$ cat config.mk
export PLATFORM = sky130hd
export DESIGN_NAME = countdown_timer
export DESIGN_NICKNAME = d
export VERILOG_FILES = /design/src/rtl/countdown_timer.sv
export SDC_FILE = /design/constraint.sdc
export NUM_CORES = 1
export LEC_CHECK = 0
export ABC_AREA = 0
export BUFFER_PORTS_ARGS = -buffer_cell sky130_fd_sc_hd__buf_2
export CAP_MARGIN = 20
export CELL_PAD_IN_SITES_DETAIL_PLACEMENT = 0
export CELL_PAD_IN_SITES_GLOBAL_PLACEMENT = 2
export CORE_MARGIN = 3
export CORE_UTILIZATION = 34
export DETAILED_ROUTE_END_ITERATION = 6
export PLACE_DENSITY_LB_ADDON = 0.1
export SLEW_MARGIN = 20
export SYNTH_ARGS = -nofsm -noshare
export SYNTH_HDL_FRONTEND = slang
export SYNTH_SLANG_ARGS = --single-unit
$ cat constraint.sdc
create_clock -name clk -period 2.17 [get_ports clk]
set_input_delay 0.3255 -clock clk [delete_from_list [all_inputs] [get_ports clk]]
set_output_delay 0.3255 -clock clk [all_outputs]
set_load 0.05 [all_outputs]
$ cat src/rtl/countdown_timer.sv
// countdown_timer: loads an M:SS.d BCD time and counts it down to 0:00.0
// in tenth-second steps; flags expiry with a level and a one-cycle pulse.
module countdown_timer #(
  parameter int unsigned TICKS_PER_TENTH = 10
) (
  input  logic       clk,
  input  logic       reset,
  input  logic       load,
  input  logic       start_resume,
  input  logic       stop,
  input  logic [3:0] load_min0,
  input  logic [3:0] load_sec1,
  input  logic [3:0] load_sec0,
  input  logic [3:0] load_milSec0,
  output logic [3:0] min0,
  output logic [3:0] sec1,
  output logic [3:0] sec0,
  output logic [3:0] milSec0,
  output logic       running,
  output logic       expired,
  output logic       done
);

  typedef enum logic [1:0] {
    IDLE,
    RUN,
    PAUSE,
    EXPIRED
  } state_t;

  localparam logic [15:0] TC = 16'(TICKS_PER_TENTH - 1);

  state_t      state;
  logic [15:0] presc;

  logic [3:0] ld_min0;
  logic [3:0] ld_sec1;
  logic [3:0] ld_sec0;
  logic [3:0] ld_ms0;
  logic       ld_zero;

  logic [3:0] dc_min0;
  logic [3:0] dc_sec1;
  logic [3:0] dc_sec0;
  logic [3:0] dc_ms0;

  logic time_zero;
  logic last_tenth;
  logic tick;

  always_comb begin
    ld_min0 = (load_min0 > 4'd9) ? 4'd9 : load_min0;
    ld_sec1 = (load_sec1 > 4'd5) ? 4'd5 : load_sec1;
    ld_sec0 = (load_sec0 > 4'd9) ? 4'd9 : load_sec0;
    ld_ms0  = (load_milSec0 > 4'd9) ? 4'd9 : load_milSec0;
    ld_zero = ~|{ld_min0, ld_sec1, ld_sec0, ld_ms0};
  end

  // Borrow ripples upward only through digits that are already zero.
  always_comb begin
    dc_min0 = min0;
    dc_sec1 = sec1;
    dc_sec0 = sec0;
    dc_ms0  = milSec0;
    if (milSec0 != 4'd0) begin
      dc_ms0 = milSec0 - 4'd1;
    end else begin
      dc_ms0 = 4'd9;
      if (sec0 != 4'd0) begin
        dc_sec0 = sec0 - 4'd1;
      end else begin
        dc_sec0 = 4'd9;
        if (sec1 != 4'd0) begin
          dc_sec1 = sec1 - 4'd1;
        end else begin
          dc_sec1 = 4'd5;
          dc_min0 = min0 - 4'd1;
        end
      end
    end
  end

  always_comb begin
    time_zero  = ~|{min0, sec1, sec0, milSec0};
    last_tenth = ~|{min0, sec1, sec0} && (milSec0 == 4'd1);
    tick       = (presc == TC);
  end

  always_ff @(posedge clk or negedge reset) begin
    if (!reset) begin
      state   <= IDLE;
      presc   <= '0;
      min0    <= '0;
      sec1    <= '0;
      sec0    <= '0;
      milSec0 <= '0;
      running <= 1'b0;
      expired <= 1'b0;
      done    <= 1'b0;
    end else begin
      done <= 1'b0;
      if (load) begin
        min0    <= ld_min0;
        sec1    <= ld_sec1;
        sec0    <= ld_sec0;
        milSec0 <= ld_ms0;
        presc   <= '0;
        state   <= ld_zero ? IDLE : PAUSE;
        running <= 1'b0;
        expired <= 1'b0;
      end else if (state == RUN && stop) begin
        state   <= PAUSE;
        running <= 1'b0;
      end else if ((state == IDLE || state == PAUSE) &&
                   start_resume && !time_zero) begin
        state   <= RUN;
        running <= 1'b1;
      end else if (state == RUN) begin
        if (tick) begin
          presc   <= '0;
          min0    <= dc_min0;
          sec1    <= dc_sec1;
          sec0    <= dc_sec0;
          milSec0 <= dc_ms0;
          if (last_tenth) begin
            state   <= EXPIRED;
            running <= 1'b0;
            expired <= 1'b1;
            done    <= 1'b1;
          end
        end else begin
          presc <= presc + 16'd1;
        end
      end
    end
  end

endmodule

==> results.md, run 1 <==
- Hold_ws: 255.0 ps
- Reg power frac: 45.3%
- Post-CTS setup buffers: 0
- Min cycle time layout: 2104 ps
- Io pins: 40
- Gr usage total: 16.59%
- Vias in the first global route: 1792
- Async set or reset register ratio after synthesis: 100.0%
- Power per cell area: 623.4 mW/mm^2
- Final HPWL DP: 4.277 mm
- CTS clk-pin slew, worst paths: 80 ps
- Clock Path Buffers: 2
- Leakage: 1.209 nW
- Max-slew violation count: 0
- Synthesized flop and latch total: 37
- Switching Fraction: 29.29%
- Effective utilization at floorplan: 35.86%
- Final WL: 5.712 mm
- Combinational power share: 17.0%
- Setup TNS: 0 ps
- Worst endpoint required time: 2410 ps
- Ys Warns: 0
- DRC viols: 0
- Final ANT Viol Nets: 0
- Internal: 1.184 mW
- Placer Congestion: 0.7515
- Psw: 0.4904 mW
- Primary FF master, synth: dfrtp_1
- CTS sink count: 37
- Worst hold path type: in2reg
- Die ar.: 0.007348 mm^2
- Post-synthesis sequential area ratio: 42.85%
- Worst-Margin Slew: 457.7 ps
- Final hold vios: 0
- Synth top area cells: dfrtp_1 43%, nor2_1 5.2%, xor2_1 4.1%
- WP data arrival: 2340 ps
- Hold endpoint: sec1[1]
- RSZ-0062 raised after global routing: false
- Post-Syn Instances: 233
- R2R cell count: 5
- Initial drt markers: 77
- Hold depth: 2
- Clock Tree Root: clkbuf_8
- Avg WL per Cell: 15.61 um
- Crit Path Class: reg2reg
- Mean Syn Cell Area: 9.274 um^2
- Die Wd: 85.72 um
- Clk_lat worst skew: 300 ps
- Crit end category: flop
- Dpl cells: 357
- CTS tree: built
- Core ar.: 0.006026 mm^2
- Clock power frac: 37.7%
- Slew HR: 69.20%
- Worst vdd rail ir drop: 297.6 uV
- TritonCTS Buffers: 5
- Status: complete, no violations
- EDFF count, synth: 0
- Largest net degree at the start of global routing: 30
- Reg2Reg Setup Slack: 70 ps
- Via Count: 1919
- Fillers: 641
- Port Buf Inserts: 39
- First-pass GRT wire length: 9.480 mm
- Initial antenna violation count: 0
- Final setup violation count: 0
- Max_cap viols: 0
- Cell taking the most area after synthesis: dfrtp_1
- Fmax: 475.3 MHz
- P&R area growth vs syn: 24.26%
- TritonRoute pass-1 iters: 4
- CP Launch Type: flop
- Final period utilization: 96.95%
- Hold_sp: load_sec1[3]
- # rows: 28
- Total grt overflow: 0
- R2r endpoint: state[1]
- Nets: 315
- Fin cells: 366
- Ant. Diodes: 0
- Register Area: 929.6 um^2
- RR Startpoint: sec0[0]
- Post-DR vias/cell: 5.243
- Die Ht: 85.72 um
- Mapped Nets: 258
- Synth top area share: 42.85%
- Area of the multi-input gates: 0.001156 mm^2
- Clock skew: 11.31 ps
- H-tree lvl count: 2
- Mapped Area: 0.002161 mm^2
- Yosys cell types: 46
- Share of layout cells above drive strength 1: 28.52%
- Crit-path max FO: 5
[worst max-delay path: stages (launching register included)]
cell,delay [ps]
dfrtp_2,430
or4_4,580
or4_4,510
o311ai_4,320
a221oi_2,120
nor2_2,80
[Yosys cell counts (3+ instances only)]
| cell | number |
|---|---|
| nor2_1 | 30 |
| a21oi_1 | 17 |
| nor3_1 | 9 |
| nand4_1 | 10 |
| xor2_1 | 10 |
| xnor2_1 | 9 |
| nor3b_1 | 3 |
| ha_1 | 4 |
| inv_1 | 8 |
| clkbuf_1 | 8 |
| mux2i_1 | 6 |
| nand2_1 | 14 |
| o21ai_0 | 10 |
| dfrtp_1 | 37 |
| nand3b_1 | 4 |
| nor2b_1 | 4 |
| nand3_1 | 7 |
| nor4_1 | 6 |
[cells in the final DEF (no fill, tap or decap), types with 2 or more instances in the layout]
cell / count
nor3_1: 9
buf_4: 20
buf_2: 39
or4_4: 2
o21a_1: 2
nor2_1: 29
a31oi_1: 2
o22ai_1: 2
mux2_2: 2
nand2_1: 14
nor4_1: 6
dfrtp_2: 3
xnor2_1: 9
and3_1: 2
nand3b_1: 4
nor2b_1: 4
nor4b_1: 2
nand3_1: 7
dfrtp_1: 34
o21ai_0: 10
xor2_1: 10
nand4_1: 10
and4bb_2: 2
ha_1: 4
nor3b_1: 3
a21oi_1: 17
nor2_2: 2
clkbuf_8: 6
mux2i_1: 6
inv_1: 8
[routing by layer]
metal	vias up	track usage [%]	part of all wire, %
met5	-	0	0
met4	0	4.892	1.7
met3	8	3.362	2.8
met2	27	24.01	43
met1	935	24.85	52
li1	949	-	-
[kinds of logic after synthesis]
| group | after synthesis | synth area share [%] |
|---|---|---|
| buffers and inverters | 19 | 3.822 |
| DFF | 37 | 42.85 |
| adders and majority gates | 4 | 2.316 |
| muxes | 8 | 3.822 |
| and+or+nand+nor | 105 | 26.98 |
| xor gates and xnor gates | 19 | 7.701 |
| AOI/OAI and AO/OA | 41 | 12.51 |
[what timing repair did]
| action | 4_1_cts | 5_1_grt |
|---|---|---|
| hold endpoints to repair | 11 | 0 |
| hold buffers | 1 | 0 |
| endpoints found under the setup margin | 0 | 7 |
| resized for setup | 0 | 2 |
[per-stage QoR]
step | area, um^2 | worst slack [ps] | utilization [%] | power (mW)
final | 2685 | 66.20 | 44.56 | 1.674
after floorplan | 2165 | 22.88 | - | 0.9511
after global placement | 2555 | 66.88 | 42.40 | 1.057
after global routing | 2685 | 4.943 | 44.56 | 1.756
after CTS | 2681 | 60.98 | 44.50 | 1.691
after detailed placement | 2555 | 72.11 | 42.40 | 1.057
[sequential cells by signal, indices dropped and copies added (netlist names)]
signal,flops
done,1
expired,1
milSec0,4
min0,4
presc,16
running,1
sec0,4
sec1,4
state,2
[worst max path at each step]
stage                        start          to
after floorplan            sec0[0]    state[1]
after global placement    presc[5]  milSec0[3]
after detailed placement  presc[5]  milSec0[3]
after CTS                  sec0[0]    state[1]
after global routing       sec0[0]    state[1]
final                      sec0[0]    state[1]
[final cells by class]
class | instances | area share, %
Inverter | 9 | 1.258
Timing Repair Buffer | 60 | 13.23
Sequential cell | 37 | 34.62
Multi-Input combinational cell | 177 | 43.06
Tap cell | 75 | 3.495
Clock inverter | 1 | 1.118
Clock buffer | 7 | 3.215
[power groups by stage]
stage          Sequential, mW  Clock [mW]  Combinational [mW]
6_report                0.759       0.631               0.284
3_5_place_dp            0.772           0               0.285
3_3_place_gp            0.772           0               0.285
4_1_cts                 0.758       0.644               0.288
5_1_grt                 0.765       0.680               0.310
2_1_floorplan           0.855           0              0.0960
Note: power is estimated with default switching activity, not from simulation.
==> run 2: changes to the inputs <==
--- a/config.mk
+++ b/config.mk
@@ -13,7 +13,7 @@
 export CORE_MARGIN = 3
 export CORE_UTILIZATION = 34
 export DETAILED_ROUTE_END_ITERATION = 6
-export PLACE_DENSITY_LB_ADDON = 0.1
+export PLACE_DENSITY = 0.88
 export SLEW_MARGIN = 20
 export SYNTH_ARGS = -nofsm -noshare
 export SYNTH_HDL_FRONTEND = slang
==> run 2 against run 1 <==
Setup slack gained 37 ps. Clock power shrank 1%. Sequential share of layout area grew 0.11 points. Register-to-register slack gained 40 ps. Critical path type unchanged. Largest power group unchanged. Highest routed layer unchanged.
==> results.md, run 2 (synthesis gave the netlist of run 1 again) <==
- Status: complete, no violations
- Most frequent cells in the layout: 39 x buf_2, 34 x dfrtp_1, 30 x nor2_1, 18 x buf_4, 17 x a21oi_1
- Worst hold path type: in2async
- Worst endpoint required time: 2400 ps
- CTS clk-pin slew, worst paths: 80 ps
- Hold_ws: 54.38 ps
- Final WL: 5.300 mm
- Slew HR: 57.32%
- Die Wd: 85.72 um
- Gr usage total: 15.27%
- Die Ht: 85.72 um
- RSZ-0062 raised after global routing: false
- Setup TNS: 0 ps
- Share of layout cells above drive strength 1: 27.68%
- DRC viols: 0
- CTS sink count: 37
- Clock skew: 8.226 ps
- Final period utilization: 95.24%
- Placer Congestion: 0.7665
- Crit end category: flop
- Final HPWL DP: 4.019 mm
- Min cycle time layout: 2067 ps
- Initial drt markers: 84
- Hold_buf cts: 0
- Via Count: 1892
- Clock Tree Root: clkbuf_8
- Clk_lat worst skew: 290 ps
- Register Area: 929.6 um^2
- Area of the multi-input gates: 0.001152 mm^2
- First-pass GRT wire length: 8.838 mm
- Leakage: 1.202 nW
- Top reg by flops: presc
- Worst vdd rail ir drop: 362.8 uV
- Max FFs per register: 16
- Final ANT Viol Nets: 0
- Io pins: 40
- Avg WL per Cell: 14.56 um
- Fillers: 604
- Nets: 313
- Worst-Margin Slew: 640.2 ps
- # rows: 28
- Final setup violation count: 0
- TritonRoute pass-1 iters: 4
- Vias in the first global route: 1858
- CP Launch Type: flop
- Fin cells: 364
- DP Area: 0.002560 mm^2
- Core ar.: 0.006026 mm^2
- Effective utilization at floorplan: 35.86%
- Commonest non-fill, non-tap cell in the layout: buf_2
- Die ar.: 0.007348 mm^2
- TritonCTS Buffers: 5
- Crit Path Class: reg2reg
- Fmax: 483.9 MHz
- Final hold vios: 0
- Ant. Diodes: 0
- Dpl cells: 356
- Power per cell area: 621.5 mW/mm^2
- Tot Pwr: 1.663 mW
- Post-CTS sizing: 0
- Final Cell Area: 0.002676 mm^2
- Total grt overflow: 0
- CTS tree: built
- Initial antenna violation count: 0
- Crit-path max FO: 5
- Post-CTS setup buffers: 0
- Post-DR vias/cell: 5.198
- P&R area growth vs syn: 23.86%
- Largest net degree at the start of global routing: 30
- Max_cap viols: 0
- Clock Path Buffers: 2
- WP data arrival: 2300 ps
- H-tree lvl count: 2
- Port Buf Inserts: 39
- Max-slew violation count: 0
[run 2: cell type report]
type | count | area share [%]
clock buffers | 7 | 3.226
clock inverters | 1 | 1.122
inverters | 9 | 1.262
multi-input cells | 177 | 43.06
flip-flops and latches | 37 | 34.74
well taps | 75 | 3.506
repair buffers | 58 | 13.09
[run 2: critical path, cell delays in order, from the launching register on]
cell and delay [ps]:
dfrtp_2 440, or4_4 580, or4_4 510, o311ai_4 280, a221oi_2 120, nor2_2 80
[run 2: path summary, 6_finish.rpt]
check | to | cells after the start | slack (ps) | from
min reg2reg | expired | 2 | 530 | expired
min in group clk | sec1[1] | 2 | 270 | load_sec1[3]
max in group asynchronous | presc[0] | 2 | 1560 | reset
min | milSec0[3] | 1 | 50 | reset
max reg2reg | state[1] | 5 | 100 | sec0[0]
max | state[1] | 5 | 100 | sec0[0]
[run 2: power by group]
| part | internal, mW | switching, mW |
|---|---|---|
| clock network | 0.375 | 0.247 |
| registers | 0.719 | 0.0374 |
| logic | 0.0903 | 0.194 |
[run 2: per-stage QoR]
stage	utilization, %	setup slack [ps]
finish	44.41	103.3
global route	44.41	14.82
CTS	44.41	54.80
detailed placement	42.48	69.26
global placement	42.48	95.47
floorplan	-	22.88
[run 2: routing by layer]
metal  global-route usage (%)  vias to the layer above  routed length [um]
li1                         -                      951                   -
met1                    21.09                      907                2587
met2                    24.15                       28                2509
met3                    2.690                        6                 140
met4                    5.180                        0                  62
met5                        0                        -                   0
